<file path="src/rtl/serial_pair_adder_ctrl.sv">
// serial_pair_adder_ctrl
// Adds or subtracts two WIDTH-bit operands by passing them two bits at a
// time through one 2-bit adder slice. A registered carry links consecutive
// passes. The requester sees a start/busy/done handshake, and the result
// registers hold their values until the next accepted start.
module serial_pair_adder_ctrl #(
  parameter int WIDTH = 8,  // even, >= 2
  parameter int CNT_W = 3   // 2**CNT_W >= WIDTH/2
) (
  input  logic             clk,
  input  logic             rst,
  input  logic             start_i,
  input  logic             sub_i,
  input  logic [WIDTH-1:0] a_i,
  input  logic [WIDTH-1:0] b_i,
  output logic             busy_o,
  output logic             done_o,
  output logic [WIDTH-1:0] sum_o,
  output logic             carry_out_o,
  output logic             overflow_o
);

  typedef enum logic [1:0] {
    ST_IDLE,
    ST_RUN,
    ST_DONE
  } state_t;

  state_t           state_q;
  logic [CNT_W-1:0] cnt_q;
  logic [WIDTH-1:0] a_sh_q;
  logic [WIDTH-1:0] b_sh_q;
  logic [WIDTH-1:0] sum_q;
  logic             carry_q;
  logic             busy_q;
  logic             done_q;
  logic             carry_out_q;
  logic             overflow_q;

  logic [2:0]       slice_d;     // {carry, z[1:0]} of the current pass
  logic [1:0]       bit0_d;      // low-bit sum; [1] is the carry into the slice's upper bit
  logic             last_slice;
  logic [WIDTH-1:0] sum_d;

  // Shared 2-bit slice and merge of its result into the sum register.
  always_comb begin
    // NOTE: every signal assigned in always_comb gets a default first, so no path can leave it unassigned and infer a latch.
    sum_d      = sum_q;
    slice_d    = {1'b0, a_sh_q[1:0]} + {1'b0, b_sh_q[1:0]} + {2'b00, carry_q};
    bit0_d     = {1'b0, a_sh_q[0]} + {1'b0, b_sh_q[0]} + {1'b0, carry_q};
    last_slice = (cnt_q == CNT_W'(WIDTH / 2 - 1));
    for (int k = 0; k < WIDTH / 2; k++) begin
      if (cnt_q == CNT_W'(k)) begin
        sum_d[2*k +: 2] = slice_d[1:0];
      end
    end
  end

  // Sequencer: IDLE latches operands, RUN does one slice per cycle, DONE
  // closes out the operation and raises done as the machine returns to IDLE.
  always_ff @(posedge clk or posedge rst) begin
    // NOTE: state and datapath registers, including the operand shifters, are all cleared by reset so an aborted operation leaves nothing behind.
    if (rst) begin
      state_q     <= ST_IDLE;
      cnt_q       <= '0;
      a_sh_q      <= '0;
      b_sh_q      <= '0;
      sum_q       <= '0;
      carry_q     <= 1'b0;
      busy_q      <= 1'b0;
      done_q      <= 1'b0;
      carry_out_q <= 1'b0;
      overflow_q  <= 1'b0;
    end else begin
      // NOTE: clocked state uses non-blocking assignments so every register samples pre-edge values.
      case (state_q)
        ST_IDLE: begin
          done_q <= 1'b0;
          if (start_i) begin
            a_sh_q  <= a_i;
            b_sh_q  <= sub_i ? ~b_i : b_i;
            carry_q <= sub_i;  // +1 completes the two's-complement negation of b
            cnt_q   <= '0;
            busy_q  <= 1'b1;
            state_q <= ST_RUN;
          end
        end

        ST_RUN: begin
          sum_q   <= sum_d;
          carry_q <= slice_d[2];
          a_sh_q  <= a_sh_q >> 2;
          b_sh_q  <= b_sh_q >> 2;
          cnt_q   <= cnt_q + CNT_W'(1);
          if (last_slice) begin
            carry_out_q <= slice_d[2];
            overflow_q  <= bit0_d[1] ^ slice_d[2];
            busy_q      <= 1'b0;
            state_q     <= ST_DONE;
          end
        end

        ST_DONE: begin
          done_q  <= 1'b1;
          state_q <= ST_IDLE;
        end

        default: begin
          state_q <= ST_IDLE;
        end
      endcase
    end
  end

  assign busy_o      = busy_q;
  assign done_o      = done_q;
  assign sum_o       = sum_q;
  assign carry_out_o = carry_out_q;
  assign overflow_o  = overflow_q;

endmodule

</file>
<file path="config.mk">
export PLATFORM = sky130hd
export DESIGN_NAME = serial_pair_adder_ctrl
export DESIGN_NICKNAME = d
export VERILOG_FILES = /design/src/rtl/serial_pair_adder_ctrl.sv
export SDC_FILE = /design/constraint.sdc
export NUM_CORES = 1
export LEC_CHECK = 0
export ABC_AREA = 1
export CORE_ASPECT_RATIO = 2
export CORE_MARGIN = 1
export CORE_UTILIZATION = 41
export DETAILED_ROUTE_END_ITERATION = 10
export PLACE_DENSITY = 0.74
export SLEW_MARGIN = 20
export SYNTH_ARGS = -nofsm -noshare
export SYNTH_HDL_FRONTEND = slang
export SYNTH_SLANG_ARGS = --single-unit
</file>
<file path="constraint.sdc">
create_clock -name clk -period 2.3 [get_ports clk]
set_clock_uncertainty 0.15 [all_clocks]
set_input_delay 0.46 -clock clk [delete_from_list [all_inputs] [get_ports clk]]
set_output_delay 0.46 -clock clk [all_outputs]
set_load 0.02 [all_outputs]
</file>
# Yosys cells after proc, flatten, opt, wreduce, memory -nomap -nowiden
# Index checks and enable logic that the tools add are counted.
# op_classes
n_mux	16
eq_ne	7
bitwise	2
n_reduce_logical	11
addsub	5
# op_table
cell	count
8-bit one-hot mux with 2 select lines	2
8-bit 2-to-1 mux	3
2-bit AND reduction	6
8-bit inverter	1
3-bit by 2-bit == test with 1-bit output, second input constant	2
1-bit one-hot mux with 2 select lines	3
3-bit one-hot mux with 2 select lines	1
2-bit 2-to-1 mux	2
2-bit != test, second input constant	2
2-bit one-hot mux with 2 select lines	1
2-bit nonzero test	2
2-bit by 2-bit adder with 3-bit output	1
3-bit by 1-bit adder with 3-bit output	1
3-bit by 1-bit adder with 3-bit output, second input constant	1
3-bit by 1-bit == test with 1-bit output, second input constant	1
3-bit zero test	1
1-bit 2-to-1 mux	3
3-bit 2-to-1 mux	1
3-bit AND reduction	1
1-bit by 1-bit adder with 2-bit output	1
2-bit by 1-bit adder with 2-bit output	1
2-bit by 1-bit == test with 1-bit output, second input constant	1
2-bit == test, second input constant	1
2-bit zero test	1
1-bit XOR	1
# totals
output_inout_bits	12
ff_bits	34
elab_cells	54
in_bits	20

# Longest topological paths before layout
# Gate-level depths: netlist (run 1).
# logic_depth
ltp_word	4
depth_mapped	7
mapped_depth_nobuf	6

# Worst setup path before layout (run 1)
# OpenSTA, ideal clock, no wires.
# synth_path
kind	register -> register
from	register a_sh_q[0]
to	register sum_q[3] (netlist: sum_o[3])
path_stages_with_launch	7
arrival_time_ns	1.508
path_buffers	0
t_required_ns	2.033
slack_ns	0.525
setup_ns	0.117
path_cell_list	dfrtp_1 -> inv_1 -> fa_1 -> fa_1 -> inv_1 -> nand4_1 -> nand2_1
# synth_via
elab_chain_len	2
# synth_lines
item	line_no	source
start: declaration	31	logic [WIDTH-1:0] a_sh_q;
start signal: assignment	80	a_sh_q <= a_i;
start signal: assignment	92	a_sh_q <= a_sh_q >> 2;
2-bit by 2-bit adder with 3-bit output	49	slice_d = {1'b0, a_sh_q[1:0]} + {1'b0, b_sh_q[1:0]} + {2'b00, carry_q};
3-bit by 1-bit adder with 3-bit output	49	
end signal: assignment	90	sum_q <= sum_d;
end: declaration	33	logic [WIDTH-1:0] sum_q;
# Every way passes these cells.
# A chain may end at the register's enable or synchronous reset.

# Final worst setup path (run 1)
# layout_path
from	register a_sh_q[0]
to	register sum_q[5] (netlist: sum_o[5])
# Same word-level chain as after synthesis.

==> impl_metrics.py, run 1 <==
metrics = {
    "run_status": {
        "status": "complete, no violations",
    },
    "floorplan": {
        "start_util": 0.431,
        "core_um2": 4090,
        "placementRows": 33,
        "ios": 32,
        "die_x_um": 48.4,
        "die_y_um": 94.7,
        "die-area_um2": 4580,
    },
    "global_routing": {
        "grt_busiest_layer": "met2",
        "grt_pass1_wl_um": 6280,
        "antenna_found_initial": 0,
        "use_met1": 0.177,
        "grt_max_degree": 35,
        "grt.total_usage": 0.184,
        "grt_use_met2": 0.345,
        "use_met3": 0.0403,
        "grt_pass1_vias": 1436,
        "overflow": 0,
    },
    "clocking": {
        "htreeDepth": 2,
        "clockBufferDepth": 2,
        "clock_latency_ns": 0.29,
        "root_buffer": "clkbuf_8",
        "postCtsSetupBuffers": 0,
        "postCtsHoldBufs": 0,
        "cts_tree": "yes",
        "clkTransAtPathRegs_ns": 0.06,
        "post_cts_resized": 0,
        "clock_sinks": 34,
        "cts_buffers": 5,
    },
    "detailed_routing": {
        "drc": 0,
        "routed_wl_um": 3630,
        "drtIter0Drc": 25,
        "routedWlPerCell_um": 12.2,
        "drtPass1Iterations": 4,
        "via_count": 1485,
        "viasPerCell": 4.98,
        "ant_nets": 0,
    },
    "synth": {
        "ys_seq_elements": 34,
        "syn_area_um2": 1760,
        "synth_top_area_cell": "dfrtp_1",
        "yosysTopAreaCellShare": 0.483,
        "yosys_warnings": 0,
        "syn-num-nets": 241,
        "ys_top_cells_by_area": "dfrtp_1, nand2_1, nand3_1",
        "synthCells": 214,
        "synth_seq_area_share": 0.483,
        "synth_cell_type_count": 21,
        "syn_avg_cell_area_um2": 8.24,
    },
    "critical_path": {
        "worstSetupPathType": "register to register",
        "cp.required_ns": 2.33,
        "crit_arrival_ns": 1.92,
        "endpoint_kind": "register",
        "startpoint_type": "register",
        "cp_max_fo": 3,
        "max_stage_delay_ns": 0.52,
        "slowest_stage": "fa_1",
        "path_cells": "inv_1 > fa_1 > fa_1 > inv_1 > nand4_1 > nand2_1",
        "r2r_cells": 6,
    },
    "placed_design": {
        "place.gp.congestion": 0.825,
        "port_buffers": 31,
        "post-place-ws_ns": 0.417,
        "dpl.hpwl_um": 2600,
    },
    "timing": {
        "fin_crit_ns": 1.89,
        "min_period_over_period": 0.820,
        "fmax_mhz": 530,
        "tns_ns": 0,
        "relSlewSlack": 0.657,
        "hold_violations": 0,
        "setup_ws_ns": 0.414,
        "hold_ws_ns": 0.318,
        "setup_violations": 0,
        "drv_slew": 0,
        "worst_pin_slew_ns": 0.513,
        "grt_setup_unrepaired": "no",
    },
    "finish": {
        "finalNetCount": 273,
        "drive_above_1_share": 0.0610,
        "diodes": 0,
        "fillerInstances": 394,
        "area_growth_pct": 23.0,
    },
    "power": {
        "p_per_area_nw_per_um2": 1290,
        "p_total_mw": 2.80,
        "vdd_ir_drop_max_mv": 0.629,
        "power.leakage_nw": 1.12,
    },
    "min_path": {
        "worst_hold_path_type": "register to register",
        "hold_depth": 2,
    },
    "flow_run": {
        "maxCapViolCount": 0,
    },
}
-- layout by cell type, fill, tap and decap left out, types with 2 or more instances in the layout --
cell,Yosys,final
nor2_1,3,3
fa_1,2,2
nand3_1,41,41
nand2_2,2,2
xor2_1,3,3
nand2_4,2,2
dfrtp_1,34,34
clkbuf_8,0,5
o21ai_0,4,4
inv_2,2,2
nand3b_1,2,2
clkbuf_1,0,2
buf_4,1,2
nand2_1,72,72
ha_1,5,5
o21ai_1,2,2
nand4_1,6,6
clkdlybuf4s50_1,0,31
inv_1,23,23
-- registers in the layout, summed over array words and instances, names as in the netlist --
signal,count
sum_o,8
state_q,2
carry_out_o,1
busy_o,1
carry_q,1
cnt_q,3
b_sh_q,8
done_o,1
overflow_o,1
a_sh_q,8
-- worst max-delay path: cells and delay by family (launching register included) --
kind / cells / cell delay [ns]
adders and majority gates: 2 / 1.00
buffers and inverters: 2 / 0.13
DFF: 1 / 0.34
and+or+nand+nor: 2 / 0.16
-- stage by stage --
step | instance area [um^2] | instances | utilization
2_1_floorplan | 1760 | 214 | -
3_3_place_gp | 2090 | 291 | 0.512
3_5_place_dp | 2090 | 291 | 0.512
4_1_cts | 2170 | 298 | 0.530
5_1_grt | 2170 | 298 | 0.530
6_report | 2170 | 298 | 0.530
-- kinds of logic after synthesis --
| group | count (synthesis) | share of synthesized area |
|---|---|---|
| and+or+nand+nor | 130 | 0.336 |
| DFF | 34 | 0.483 |
| buffers and inverters | 33 | 0.0880 |
| AOI/OAI and AO/OA | 7 | 0.0206 |
| adders and majority gates | 7 | 0.0582 |
| xor gates and xnor gates | 3 | 0.0149 |
-- cell type report --
| type | count | area, um^2 | share of cell area |
|---|---|---|---|
| Tap cell | 52 | 65.1 | 0.0300 |
| Timing Repair Buffer | 33 | 325 | 0.150 |
| Clock buffer | 7 | 76.3 | 0.0352 |
| Sequential cell | 34 | 851 | 0.392 |
| Multi-Input combinational cell | 147 | 757 | 0.349 |
| Inverter | 25 | 93.8 | 0.0433 |
-- cell usage after synthesis (all sizes together) --
library cell,n
o21ai,6
xor2,3
fa,2
nand2,76
nand4,6
nor2,5
nand3,41
dfrtp,34
nand3b,2
ha,5
inv,25
buf,8
o22ai,1
-- metal layers --
metal  up-vias  share of wire  routed length, um
met1       692           0.36               1300
met5         -              0                  0
met2        36           0.57               2050
li1        744              -                  -
met3        13          0.033                119
met4         0          0.042                152
-- where the power goes --
part           switching [mW]  internal [mW]
combinational           0.836          0.534
sequential              0.159          0.859
clock                   0.208          0.208
total                    1.20           1.60
-- final timing paths --
path / from / end / slack (ns)
worst max-delay path: a_sh_q[0] / sum_o[5] / 0.41
worst min-delay path: sum_o[4] / sum_o[4] / 0.32
worst max register to register: a_sh_q[0] / sum_o[5] / 0.41
worst min register to register: sum_o[4] / sum_o[4] / 0.32
max in group asynchronous: rst / a_sh_q[3] / 1.29
min in group asynchronous: rst / done_o / 0.40
Note: power is estimated with default switching activity, not from simulation.
==> run 2: changes to the inputs <==
--- a/config.mk
+++ b/config.mk
@@ -10,7 +10,7 @@
 export CORE_MARGIN = 1
 export CORE_UTILIZATION = 41
 export DETAILED_ROUTE_END_ITERATION = 10
-export PLACE_DENSITY = 0.74
+export PLACE_DENSITY = 0.76
 export SLEW_MARGIN = 20
 export SYNTH_ARGS = -nofsm -noshare
 export SYNTH_HDL_FRONTEND = slang
==> constraint.sdc (replaced) <==
create_clock -name clk -period 1.7 [get_ports clk]
set_clock_uncertainty 0.15 [all_clocks]
set_input_delay 0.34 -clock clk [delete_from_list [all_inputs] [get_ports clk]]
set_output_delay 0.34 -clock clk [all_outputs]
set_load 0.02 [all_outputs]
==> impl_metrics.py, run 2 (synthesis results as in run 1) <==
metrics = {
    "critical_path": {
        "endpoint_kind": "register",
        "cp.required_ns": 1.73,
        "r2r_cells": 6,
        "cp_max_fo": 3,
        "crit_arrival_ns": 1.82,
        "rrSetupSlack_ns": -0.09,
        "worstSetupPathType": "register to register",
        "r2r-start": "a_sh_q[0]",
        "r2r_end": "sum_o[5]",
        "startpoint_type": "register",
    },
    "detailed_routing": {
        "drtPass1Iterations": 4,
        "drc": 0,
        "routed_wl_um": 3470,
        "via_count": 1477,
        "routedWlPerCell_um": 11.3,
        "viasPerCell": 4.83,
        "ant_nets": 0,
        "drtIter0Drc": 29,
    },
    "power": {
        "p_total_mw": 3.95,
        "power.leakage_nw": 1.20,
        "p_per_area_nw_per_um2": 1760,
        "vdd_ir_drop_max_mv": 0.915,
    },
    "finish": {
        "most-common-layout-cells": "nand2_1, nand3_1, dfrtp_1",
        "fillerInstances": 379,
        "drive_above_1_share": 0.114,
        "multiInputGateArea_um2": 763,
        "seqCellArea_um2": 851,
        "utilization": 0.549,
        "finalNetCount": 282,
        "mostFrequentLayoutCell": "nand2_1",
        "design_area_um2": 2250,
        "diodes": 0,
        "area_growth_pct": 27.4,
    },
    "timing": {
        "min_period_over_period": 1.05,
        "fmax_mhz": 559,
        "relSlewSlack": 0.758,
        "hold_violations": 0,
        "hold_ws_ns": 0.264,
        "fin_crit_ns": 1.79,
        "setup_ws_ns": -0.0889,
        "drv_slew": 0,
        "grt_setup_unrepaired": "yes",
        "setup_violations": 5,
        "worst_pin_slew_ns": 0.362,
    },
    "global_routing": {
        "antenna_found_initial": 0,
        "grt_max_degree": 35,
        "grt.total_usage": 0.181,
        "grt_pass1_wl_um": 6210,
        "grt_pass1_vias": 1450,
        "overflow": 0,
    },
    "placed_design": {
        "post-place-ws_ns": -0.118,
        "dpl.hpwl_um": 2660,
        "place_area_um2": 2160,
        "place.gp.congestion": 0.774,
        "port_buffers": 31,
    },
    "clocking": {
        "cts_buffers": 5,
        "postCtsHoldBufs": 0,
        "htreeDepth": 2,
        "root_buffer": "clkbuf_8",
        "cts_tree": "yes",
        "clock_sinks": 34,
        "clkTransAtPathRegs_ns": 0.07,
        "clock_latency_ns": 0.28,
        "clockBufferDepth": 2,
    },
    "floorplan": {
        "die-area_um2": 4580,
        "die_x_um": 48.4,
        "core_um2": 4090,
        "start_util": 0.431,
        "die_y_um": 94.7,
        "placementRows": 33,
        "ios": 32,
    },
    "min_path": {
        "worst_hold_path_type": "input pin to async pin",
    },
    "run_status": {
        "violations": "setup timing",
        "status": "finished with violations",
    },
    "flow_run": {
        "maxCapViolCount": 0,
    },
}
## run 2: cell count changes in the layout (fill, tap and decap cells not counted), sizes merged
cell / delta
buf: +9
clkdlybuf4s50: -12
dlygate4sd2: +12
clkbuf: -1
## run 2: power by group
group          switching [mW]  internal (mW)  total (mW)
logic                    1.20          0.811        2.01
registers               0.197           1.16        1.36
clock network           0.266          0.312       0.578
## run 2: metal layers
layer  up-vias  track usage  part of all wire  wire, um
met1       672        0.174              0.38      1310
met5         -            0                 0         0
met3         6       0.0403             0.031       109
li1        763            -                 -         -
met2        36        0.353              0.57      1980
met4         0       0.0858             0.020        70
## run 2: cell type report
cell class | count | share of cell area
multi-input combinational | 147 | 0.340
timing repair buffer | 42 | 0.174
clock buffer | 6 | 0.0368
sequential | 34 | 0.379
inverter | 25 | 0.0418
tap | 52 | 0.0290
## run 2: critical path, stage by stage (launching register included)
cell	delay, ns
dfrtp_1	0.36
inv_2	0.05
fa_2	0.40
fa_1	0.54
inv_2	0.06
nand4_1	0.08
nand2_1	0.05
## run 2: how the worst max path moves through the flow
| stage | from | end | slack (ns) | cells past startpoint |
|---|---|---|---|---|
| after detailed placement | a_sh_q[0] | sum_o[5] | -0.12 | 6 |
| after global placement | a_sh_q[0] | sum_o[1] | -0.07 | 6 |
| after global routing | a_sh_q[0] | sum_o[5] | -0.15 | 6 |
| after floorplan | a_sh_q[0] | sum_o[3] | -0.008 | 6 |
| after CTS | a_sh_q[0] | sum_o[5] | -0.1 | 6 |
| final | a_sh_q[0] | sum_o[5] | -0.09 | 6 |
## run 2: repair_timing
| item | in CTS | in global routing |
|---|---|---|
| hold endpoints to repair | 0 | 0 |
| buffers inserted | 1 | 1 |
| resized for setup | 13 | 2 |
| endpoints found under the setup margin | 18 | 7 |
| gates cloned | 0 | 0 |
| pin swaps | 1 | 1 |
## run 2: per-stage QoR
stage               instances  TNS (ns)
floorplan                 214   -0.0165
global placement          298    -0.209
detailed placement        298    -0.415
CTS                       305    -0.362
global route              306    -0.811
finish                    306    -0.387
